`src/rtl/fetch_queue.sv`:
```
// Instruction-fetch stage with a prefetch queue: drives the synchronous ROM, buffers
// fetched words tagged with their next-PC, and handles stall, redirect, halt and debug control.
module fetch_queue #(
   parameter int                  PC_WIDTH    = 8,
   parameter int                  INSTR_WIDTH = 32,
   parameter int                  DEPTH       = 4,
   parameter logic [PC_WIDTH-1:0] RESET_PC    = '0
) (
   input  logic                     clock,
   input  logic                     reset,
   input  logic                     debugEnable,
   input  logic                     debugReset,
   output logic [PC_WIDTH-1:0]      imemAddr,
   output logic                     imemReq,
   input  logic [INSTR_WIDTH-1:0]   imemData,
   input  logic                     redirect,
   input  logic [PC_WIDTH-1:0]      redirectPc,
   input  logic                     halt,
   input  logic                     stall,
   output logic [INSTR_WIDTH-1:0]   instrOut,
   output logic [PC_WIDTH-1:0]      pcNextOut,
   output logic                     instrValid,
   output logic [$clog2(DEPTH):0]   queueCount,
   output logic                     halted
);

   localparam int PW = $clog2(DEPTH);
   localparam int CW = PW + 1;
   localparam logic [CW-1:0] DEPTH_C = CW'(DEPTH);

   typedef enum logic {RUN, HALT} state_t;

   state_t               state_q, state_d;
   logic [PC_WIDTH-1:0]  fetchPc_q, fetchPc_d;
   logic                 inflight_q, inflight_d;
   logic [PC_WIDTH-1:0]  inflightPc_q, inflightPc_d;
   logic                 drop_q, drop_d;
   logic [PW-1:0]        wrPtr_q, wrPtr_d;
   logic [PW-1:0]        rdPtr_q, rdPtr_d;
   logic [CW-1:0]        count_q, count_d;

   logic [INSTR_WIDTH-1:0] instrMem [DEPTH];
   logic [PC_WIDTH-1:0]    pcMem    [DEPTH];

   logic flush;
   logic issue;
   logic push;
   logic pop;

   // Issue credit counts the outstanding fetch but not a same-cycle pop, so the queue cannot overflow.
   always_comb begin
      flush = debugEnable && (debugReset || redirect);
      issue = reset && debugEnable && !debugReset && !redirect && (state_q == RUN)
              && ((count_q + CW'(inflight_q)) < DEPTH_C);
      push  = inflight_q && !drop_q && !flush;
      pop   = (count_q != '0) && !stall && debugEnable && !flush;

      fetchPc_d    = fetchPc_q;
      inflight_d   = issue;
      inflightPc_d = issue ? fetchPc_q : inflightPc_q;
      drop_d       = flush && inflight_q;
      wrPtr_d      = push ? wrPtr_q + PW'(1) : wrPtr_q;
      rdPtr_d      = pop ? rdPtr_q + PW'(1) : rdPtr_q;
      count_d      = count_q + CW'(push) - CW'(pop);
      state_d      = state_q;

      if (debugEnable && debugReset) begin
         fetchPc_d = RESET_PC;
         state_d   = RUN;
      end else if (debugEnable && redirect) begin
         fetchPc_d = redirectPc;
      end else begin
         if (issue) begin
            fetchPc_d = fetchPc_q + PC_WIDTH'(1);
         end
         if (debugEnable && halt) begin
            state_d = HALT;
         end
      end

      // A flush discards the queue contents, the head being popped and any response arriving now.
      if (flush) begin
         rdPtr_d = wrPtr_q;
         count_d = '0;
      end
   end

   always_ff @(posedge clock or negedge reset) begin
      if (!reset) begin
         state_q      <= RUN;
         fetchPc_q    <= RESET_PC;
         inflight_q   <= 1'b0;
         inflightPc_q <= '0;
         drop_q       <= 1'b0;
         wrPtr_q      <= '0;
         rdPtr_q      <= '0;
         count_q      <= '0;
      end else begin
         state_q      <= state_d;
         fetchPc_q    <= fetchPc_d;
         inflight_q   <= inflight_d;
         inflightPc_q <= inflightPc_d;
         drop_q       <= drop_d;
         wrPtr_q      <= wrPtr_d;
         rdPtr_q      <= rdPtr_d;
         count_q      <= count_d;
      end
   end

   // Storage needs no reset: the head is only exposed while count is non-zero.
   always_ff @(posedge clock) begin
      if (push) begin
         instrMem[wrPtr_q] <= imemData;
         pcMem[wrPtr_q]    <= inflightPc_q + PC_WIDTH'(1);
      end
   end

   always_comb begin
      instrValid = (count_q != '0);
      instrOut   = instrValid ? instrMem[rdPtr_q] : '0;
      pcNextOut  = instrValid ? pcMem[rdPtr_q] : '0;
      queueCount = count_q;
      halted     = (state_q == HALT);
      imemReq    = issue;
      imemAddr   = fetchPc_q;
   end

endmodule
```
`config.mk`:
```
export PLATFORM = sky130hd
export DESIGN_NAME = fetch_queue
export DESIGN_NICKNAME = d
export VERILOG_FILES = /design/src/rtl/fetch_queue.sv
export SDC_FILE = /design/constraint.sdc
export NUM_CORES = 1
export LEC_CHECK = 0
export ABC_AREA = 1
export BUFFER_PORTS_ARGS = -buffer_cell sky130_fd_sc_hd__buf_4
export CORE_MARGIN = 5
export CORE_UTILIZATION = 50
export DETAILED_ROUTE_END_ITERATION = 8
export PLACE_DENSITY_LB_ADDON = 0.1
export RECOVER_POWER = 100
export SYNTH_ARGS = -nofsm -noshare
export SYNTH_HDL_FRONTEND = slang
export SYNTH_SLANG_ARGS = --single-unit
```
`constraint.sdc`:
```
create_clock -name clock -period 4.4 [get_ports clock]
set_input_delay 0.88 -clock clock [delete_from_list [all_inputs] [get_ports clock]]
set_output_delay 0.88 -clock clock [all_outputs]
set_load 0.02 [all_outputs]
```
# Yosys cells after proc, flatten, opt, wreduce, memory -nomap -nowiden
# Memory sizes are Yosys's and may differ from the RTL's.
# Index checks and enable logic that the tools add are counted.
[word_totals]
latch_bits = 0
romBits = 0
output_inout_bits = 54
ram_bits = 160
inputBits = 47
regBits = 26
memories = 2
[mem_list]
columns = ["name", "words", "width", "read_ports", "rd_clocked_by_memory_dff", "write_ports", "line", "rtl"]
rows = [
  ["instrMem", 4, 32, 1, 0, 1, "42", "logic [INSTR_WIDTH-1:0] instrMem [DEPTH];"],
  ["pcMem", 4, 8, 1, 0, 1, "43", "logic [PC_WIDTH-1:0] pcMem [DEPTH];"],
]
[op_classes]
magnitude_cmp = 1
n_eq_ne = 1
n_bitwise = 1
multipliers = 0
shift = 0
addsub = 7
n_div = 0
muxes = 13
reduce_logical = 26
[op_table]
columns = ["cell", "count"]
rows = [
  ["32-bit 2-to-1 mux", 1],
  ["8-bit 2-to-1 mux", 4],
  ["8-bit by 1-bit adder with 8-bit output, second input constant", 2],
  ["1-bit logical AND", 15],
  ["3-bit by 1-bit adder with 3-bit output", 2],
  ["3-bit nonzero test", 2],
  ["1-bit logical NOT", 5],
  ["1-bit 2-to-1 mux", 5],
  ["2-bit by 1-bit adder with 2-bit output, second input constant", 2],
  ["2-bit 2-to-1 mux", 2],
  ["2-bit nonzero test", 2],
  ["3-bit less-than comparator, second input constant", 1],
  ["3-bit 2-to-1 mux", 1],
  ["3-bit by 1-bit subtractor with 3-bit output", 1],
  ["2-bit inequality test, second input constant", 1],
  ["2-bit AND reduction", 1],
  ["1-bit logical OR", 1],
  ["1-bit inverter", 1],
]

# Depth between registers and ports, before layout
# Gate-level depths: netlist of run 1.
[depth]
word_depth = 8
mapped_depth = 11

# Least setup slack after synthesis of run 1
# Ideal clock, no wire load.
[synth_path]
kind = "in2reg"
from = "input port debugReset"
to = "memory instrMem[0][0] (enable)"
arrival_ps = 3054
path_slack_ps = 909
cell_stages = 5
setup_time_ps = 437
path_buffers = 0
t_required_ps = 3963
cell_sequence = "nand2_2 nand2_4 inv_2 nand2_2 nor2_1"
[synth_between]
elab_chain_len = 6
[synth_rtl]
columns = ["item", "line", "rtl"]
rows = [
  ["start, declared", "12", "input logic debugReset,"],
  ["1-bit logical OR", "52", "flush = debugEnable && (debugReset || redirect);"],
  ["1-bit logical AND", "52", ""],
  ["1-bit logical NOT", "55", "push = inflight_q && !drop_q && !flush;"],
  ["1-bit logical AND", "55", ""],
  ["1-bit 2-to-1 mux", "112", "if (push) begin"],
  ["1-bit 2-to-1 mux (not written as such)", "113", "instrMem[wrPtr_q] <= imemData;"],
  ["end, declared", "42", ""],
]
# Every way passes these cells.

# Worst setup path after layout of run 1
[layout_path]
from = "input port debugEnable"
to = "memory instrMem[0][24] (enable)"
[layout_between]
elab_chain_len = 5
[layout_rtl]
columns = ["item", "line", "rtl"]
rows = [
  ["start, declared", "11", "input logic debugEnable,"],
  ["1-bit logical AND", "52", ""],
  ["1-bit logical NOT", "55", ""],
  ["1-bit logical AND", "55", ""],
  ["1-bit 2-to-1 mux", "112", ""],
  ["1-bit 2-to-1 mux (not written as such)", "113", ""],
]
# Every way passes these cells.

==> reports/metrics.yaml, run 1 <==
status: "complete, no violations"
ant_nets: 0
synthCells: 670
drive_gt1_share_pct: 8.23
worst-path-buf-inv: 3
worst_slack_ns: 0.869
cap_violations: 0
grt_max_degree: 81
synth.net_count: 726
grt_remaining_overflow: 0
final_area_mm2: 0.00889
p_seq_share_pct: 40.0
die_w_um: 134
routed_via_density: 5.27
dr_total_vias: 5093
crit_type: "input pin to flip-flop"
critical_path.top_delay_family: "simple AND/OR/NAND/NOR gates"
wirelength_mm: 15.9
wl_per_cell_um: 16.5
cts_setup_buffers: 0
place_area_mm2: 0.00863
start_util_pct: 50.9
drt_pre_antenna_iters: 5
synth_area_mm2: 0.00771
grt_pass1_wl_mm: 26.3
grtUsageTotal_pct: 18.6
fin_total_pwr_mw: 5.28
powerDensity_mw_per_mm2: 593
clk_pin_slew_ns: 0.07
multi_input_area_mm2: 0.00197
area_growth_syn_to_layout_pct: 15.4
power_switching_mw: 1.85
initialDrtViolationCount: 256
crit_arrival_ns: 3.56
hp-class: "input pin to async pin"
ys_ff_latch: 186
diodes: 0
nFillCells: 1271
ys_warn_count: 0
cp_cell_sequence: "clkbuf_1 -> nand2_1 -> nand2_1 -> inv_1 -> nand2_1 -> nor2_1 -> clkbuf_2"
p_leak_nw: 3.18
yosysSeqAreaShare_pct: 70.8
cp_common_cell: "nand2_1"
drc_errors: 0
final_nets: 821
combPwrFrac_pct: 30.0
htreeDepth: 4
port_buffers: 100
fin_crit_ns: 3.53
internal_power_mw: 3.42
cts_buffers: 17
crit_fanout: 36
tightest_slew_ns: 1.24
period_share_pct: 80.2
swShare_pct: 35.1
cts_root_buf: "clkbuf_16"
cts.hold.buffers_added: 0
finalSetupViolations: 0
antenna_found_initial: 0
globalplace.congestion: 0.809
slew_headroom_pct: 17.2
place_inst: 934
mostFrequentLayoutCells: "nor2_1, edfxtp_1, o21ai_0"
tns_ns: 0
hpwl_mm: 9.37
cts.path.max_buffers: 2
clk_latency_ns: 0.42
core_mm2: 0.0151
dieArea_mm2: 0.0180
register_area_mm2: 0.00546
dp_slack_ns: 1.36
cts_tree: "built"
final_hold_viol_count: 0
post_cts_resized: 0
final-max-slew-violation-count: 0
crit_required_ns: 4.43
pwr-share-clk_pct: 29.9
cts_sinks: 186
grt_pass1_vias: 5138
cp_slowest_stage_delay_ns: 0.87
worstSetupStartpointType: "input pin"
syn_area_per_cell_um2: 11.5
ios: 101
synth.distinct_cells: 28
cp-end-kind: "flip-flop"
rsz0062_at_grt: "no"
std_cell_rows: 45
layout_commonest_cell: "nor2_1"
peakVddDrop_v: 0.000417
fmax_ghz: 0.283
die_h_um: 134
reg2reg_setup_slack_ns: 1.89
critPathSlowestCell: "clkbuf_2"
final_cells: 966
finalClockSkew_ns: 0.00969
[stage by stage]
| step | hold WS, ns | util [%] |
|---|---|---|
| after floorplan | 0.473 | - |
| after global placement | 0.487 | 57.0 |
| after detailed placement | 0.501 | 57.0 |
| after CTS | 0.355 | 61.1 |
| after global routing | 0.376 | 58.7 |
| final | 0.368 | 58.7 |
[cell usage after synthesis]
library cell,number,share of area (%)
xor2_1,5,0.57
nand2_2,2,0.16
inv_2,2,0.097
a21boi_0,1,0.097
nand4_1,2,0.16
buf_4,1,0.097
clkbuf_1,13,0.63
clkbuf_8,1,0.18
nand3b_1,2,0.19
clkbuf_2,5,0.32
dfrtp_1,26,8.4
buf_2,14,0.91
a21oi_1,43,2.8
buf_6,1,0.15
fa_1,1,0.26
ha_1,8,1.3
o21ai_0,97,6.3
nand2_1,46,2.2
inv_1,28,1.4
nand2_4,2,0.29
nor2_4,1,0.15
o21ai_1,2,0.13
edfxtp_1,160,62
xnor2_1,5,0.57
o211ai_1,1,0.097
a22oi_1,1,0.097
nor2_1,179,8.7
nand3_1,21,1.4
[worst register-to-register path, stage by stage, from the launching register on]
cell	delay, ns
dfrtp_1	0.39
inv_1	0.07
nor2_1	0.08
nand2_1	0.27
nor2_1	0.41
clkbuf_2	0.87
[layer usage]
layer / vias up / global-route usage, % / share of wire (%)
met4: 0 / 6.84 / 1.0
met1: 2424 / 24.8 / 43
met3: 11 / 4.05 / 5.8
met2: 156 / 30.4 / 50
li1: 2502 / - / -
met5: - / 0 / 0
[registers in the layout, summed over array words and instances (netlist names)]
signal,cells
imemAddr,8
inflight_q,1
pcMem,32
instrMem,128
wrPtr_q,2
inflightPc_q,8
halted,1
queueCount,3
rdPtr_q,2
drop_q,1
[worst paths after layout]
check,startpoint,end,cells past startpoint
min in group clock,inflightPc_q[3],inflightPc_q[3],2
hold / removal,reset,imemAddr[0],1
hold reg to reg,inflightPc_q[3],inflightPc_q[3],2
setup reg to reg,inflight_q,instrMem[0][24],5
setup / recovery,debugEnable,instrMem[0][24],7
max in group asynchronous,reset,rdPtr_q[1],1
[power groups by stage]
| stage | sequential, mW | clock [mW] | combinational (mW) |
|---|---|---|---|
| after floorplan | 2.15 | 0 | 1.13 |
| after global placement | 2.15 | 0 | 1.75 |
| after detailed placement | 2.15 | 0 | 1.78 |
| after CTS | 2.11 | 1.61 | 1.79 |
| after global routing | 2.13 | 1.68 | 1.80 |
| final | 2.11 | 1.58 | 1.58 |
[cell type report]
class                           instances  area share [%]
Tap cell                              188            2.64
Clock inverter                         15            2.19
Multi-Input combinational cell        419            22.1
Sequential cell                       186            61.4
Clock buffer                           17            4.78
Timing Repair Buffer                  111            5.63
Inverter                               30            1.27
[kinds of logic after synthesis]
family	share of synthesized area [%]
simple gates	13.3
xor+xnor	1.14
flops	70.8
fa+ha+maj	1.56
compound gates	9.51
buf+inv	3.75
(Power assumes the default switching activity.)
==> run 2, diff against run 1 <==
--- a/config.mk
+++ b/config.mk
@@ -5,7 +5,7 @@
 export SDC_FILE = /design/constraint.sdc
 export NUM_CORES = 1
 export LEC_CHECK = 0
-export ABC_AREA = 1
+export ABC_AREA = 0
 export BUFFER_PORTS_ARGS = -buffer_cell sky130_fd_sc_hd__buf_4
 export CORE_MARGIN = 5
 export CORE_UTILIZATION = 50
==> constraint.sdc (replaced) <==
create_clock -name clock -period 2.95 [get_ports clock]
set_input_delay 0.59 -clock clock [delete_from_list [all_inputs] [get_ports clock]]
set_output_delay 0.59 -clock clock [all_outputs]
set_load 0.02 [all_outputs]
==> reports/metrics.yaml, run 2 <==
pwr-share-clk_pct: 32.4  # +2.5 points
nFillCells: 1178  # -7.3%
cp-end-kind: "output port"
crit_type: "flip-flop to output port"
peakVddDrop_v: 0.000610  # +46%
drt_pre_antenna_iters: 4  # -1
cts_buffers: 17  # unchanged
drc_errors: 0  # unchanged
tightest_slew_ns: 1.42  # +0.176 ns
netlist.top_cell.by_area: "edfxtp_1"
internal_power_mw: 5.71  # +67%
async_flop_share_pct: 14.0  # unchanged
crit_fanout: 22  # -39%
p_seq_share_pct: 40.3  # +0.3 points
rsz0062_at_grt: "no"
powerDensity_mw_per_mm2: 879  # +48%
dp_slack_ns: 0.189  # -1.18 ns
finalSetupViolations: 0  # unchanged
finalClockSkew_ns: 0.00673  # -0.00296 ns
final-max-slew-violation-count: 0  # unchanged
dr_total_vias: 3927  # -23%
ys_warn_count: 0  # unchanged
yosysSeqAreaShare_pct: 71.5  # +0.78 points
synth_area_mm2: 0.00762  # -1.1%
mostFrequentLayoutCells: "edfxtp_1, clkbuf_1, buf_4"
fin_util_pct: 59.9  # +1.1 points
yosys-top-cells-count: "edfxtp_1, and2_1, mux4_2"
core_mm2: 0.0151  # -0.37%
dieArea_mm2: 0.0178  # -1.0%
swShare_pct: 28.1  # -7.1 points
synthCells: 401  # -40%
grtUsageTotal_pct: 16.7  # -2.0 points
tns_ns: 0  # unchanged
ios: 101  # unchanged
largest-register: "instrMem"
synth.net_count: 457  # -37%
cts_tree: "built"
cts_setup_buffers: 0  # unchanged
hp-class: "input pin to flip-flop"
reg_top3: "instrMem: 128 flops, pcMem: 32 flops"
grt_max_degree: 43  # -47%
diodes: 0  # unchanged
wl_per_cell_um: 19.6  # +19%
multi_input_area_mm2: 0.00197  # +0.38%
yosysMostFrequentCell: "edfxtp_1"
cts.path.max_buffers: 2  # unchanged
status: "complete, no violations"
period_share_pct: 94.6
ys_ff_latch: 186  # unchanged
drive_gt1_share_pct: 25.8  # +18 points
crit_arrival_ns: 2.20  # -1.36 ns
layout_commonest_cell: "edfxtp_1"
cts_root_buf: "clkbuf_16"
syn_area_per_cell_um2: 19.0  # +65%
combPwrFrac_pct: 27.3  # -2.7 points
grt_pass1_vias: 4211  # -18%
synth.distinct_cells: 44  # +57%
std_cell_rows: 45  # unchanged
power_switching_mw: 2.23  # +20%
fmax_ghz: 0.358
ant_nets: 0  # unchanged
netlist.area_leader.share_pct: 63.0  # +0.69 points
antenna_found_initial: 0  # unchanged
fin_total_pwr_mw: 7.94  # +50%
p_leak_nw: 3.20  # +0.39%
htreeDepth: 4  # unchanged
grt_pass1_wl_mm: 22.7  # -14%
routed_via_density: 5.48  # +4.0%
die_w_um: 133  # -0.50%
die_h_um: 133  # -0.50%
port_buffers: 100  # unchanged
cap_violations: 0  # unchanged
largest_register_ffs: 128  # unchanged
clk_latency_ns: 0.42  # about the same
initialDrtViolationCount: 206  # -20%
globalplace.congestion: 0.824  # +1.9%
synth_flop_cell: "edfxtp_1"
post_cts_resized: 0  # unchanged
hpwl_mm: 8.86  # -5.5%
final_nets: 571  # -30%
cts_sinks: 186  # unchanged
synthTopCellsByArea: "edfxtp_1, mux4_2, dfrtp_1"
cts.hold.buffers_added: 0  # unchanged
register_area_mm2: 0.00546  # about the same
crit_required_ns: 2.36  # -2.07 ns
wirelength_mm: 14.0  # -12%
grt_remaining_overflow: 0  # unchanged
worst_slack_ns: 0.158  # -0.711 ns
slew_headroom_pct: 5.44  # -12 points
start_util_pct: 50.5  # -0.37 points
clk_pin_slew_ns: 0.06  # about the same
synth_edf_count: 160  # unchanged
area_growth_syn_to_layout_pct: 18.5
final_hold_viol_count: 0  # unchanged
worstSetupStartpointType: "flip-flop"
fin_crit_ns: 2.79
[run 2: per-layer routing]
metal  up-vias  part of all wire [%]  GRT usage [%]
li1       1808                     -              -
met1      1997                    43           21.6
met2       104                    51           27.5
met3        18                   4.2           4.00
met4         0                   1.7           6.51
met5         -                     0              0
[run 2: critical path, stage by stage (launching register included)]
cell and delay (ns):
dfrtp_4 0.64, buf_12 0.27, mux4_2 0.51, and2_1 0.19, buf_4 0.16
[run 2: final timing paths]
check,from,to,slack [ns],depth (start not counted)
worst min register to register,inflightPc_q[7],inflightPc_q[7],0.51,1
worst max register to register,drop_q,instrMem[3][16],0.34,4
worst min-delay path,imemData[29],instrMem[2][29],0.42,1
min in group asynchronous,reset,imemAddr[0],0.67,2
max in group asynchronous,reset,rdPtr_q[0],1.27,2
worst max-delay path,rdPtr_q[0],instrOut[17],0.16,4
[run 2: final cells by class]
type	count	area share, %
Tap cell	188	2.60
Clock buffer	18	4.75
Multi-Input combinational cell	188	21.9
Sequential cell	186	60.4
Inverter	8	0.388
Clock inverter	14	2.77
Timing Repair Buffer	114	7.19
[run 2: cells by family after synthesis]
kind of cell             synth area share, %
AO/OA/AOI/OAI                           2.23
XOR/XNOR                                1.48
adder cells (fa/ha/maj)                 1.58
buffers and inverters                   1.95
flip-flops                              71.5
multiplexers                            13.5
AND/OR/NAND/NOR                         7.73
[run 2: stage by stage]
stage	hold slack (ns)	instance area [µm²]	instances
finish	0.421	9030	716
global route	0.410	9030	716
detailed placement	0.526	8670	684
global placement	0.522	8670	684
CTS	0.170	9350	716
floorplan	0.294	7620	401
[run 2: power groups by stage]
stage | combinational, mW | clock [mW] | sequential (mW)
CTS | 2.34 | 2.63 | 3.22
detailed placement | 2.33 | 0 | 3.27
finish | 2.16 | 2.57 | 3.20
global route | 2.36 | 2.74 | 3.23
global placement | 2.32 | 0 | 3.27
floorplan | 1.60 | 0 | 3.17
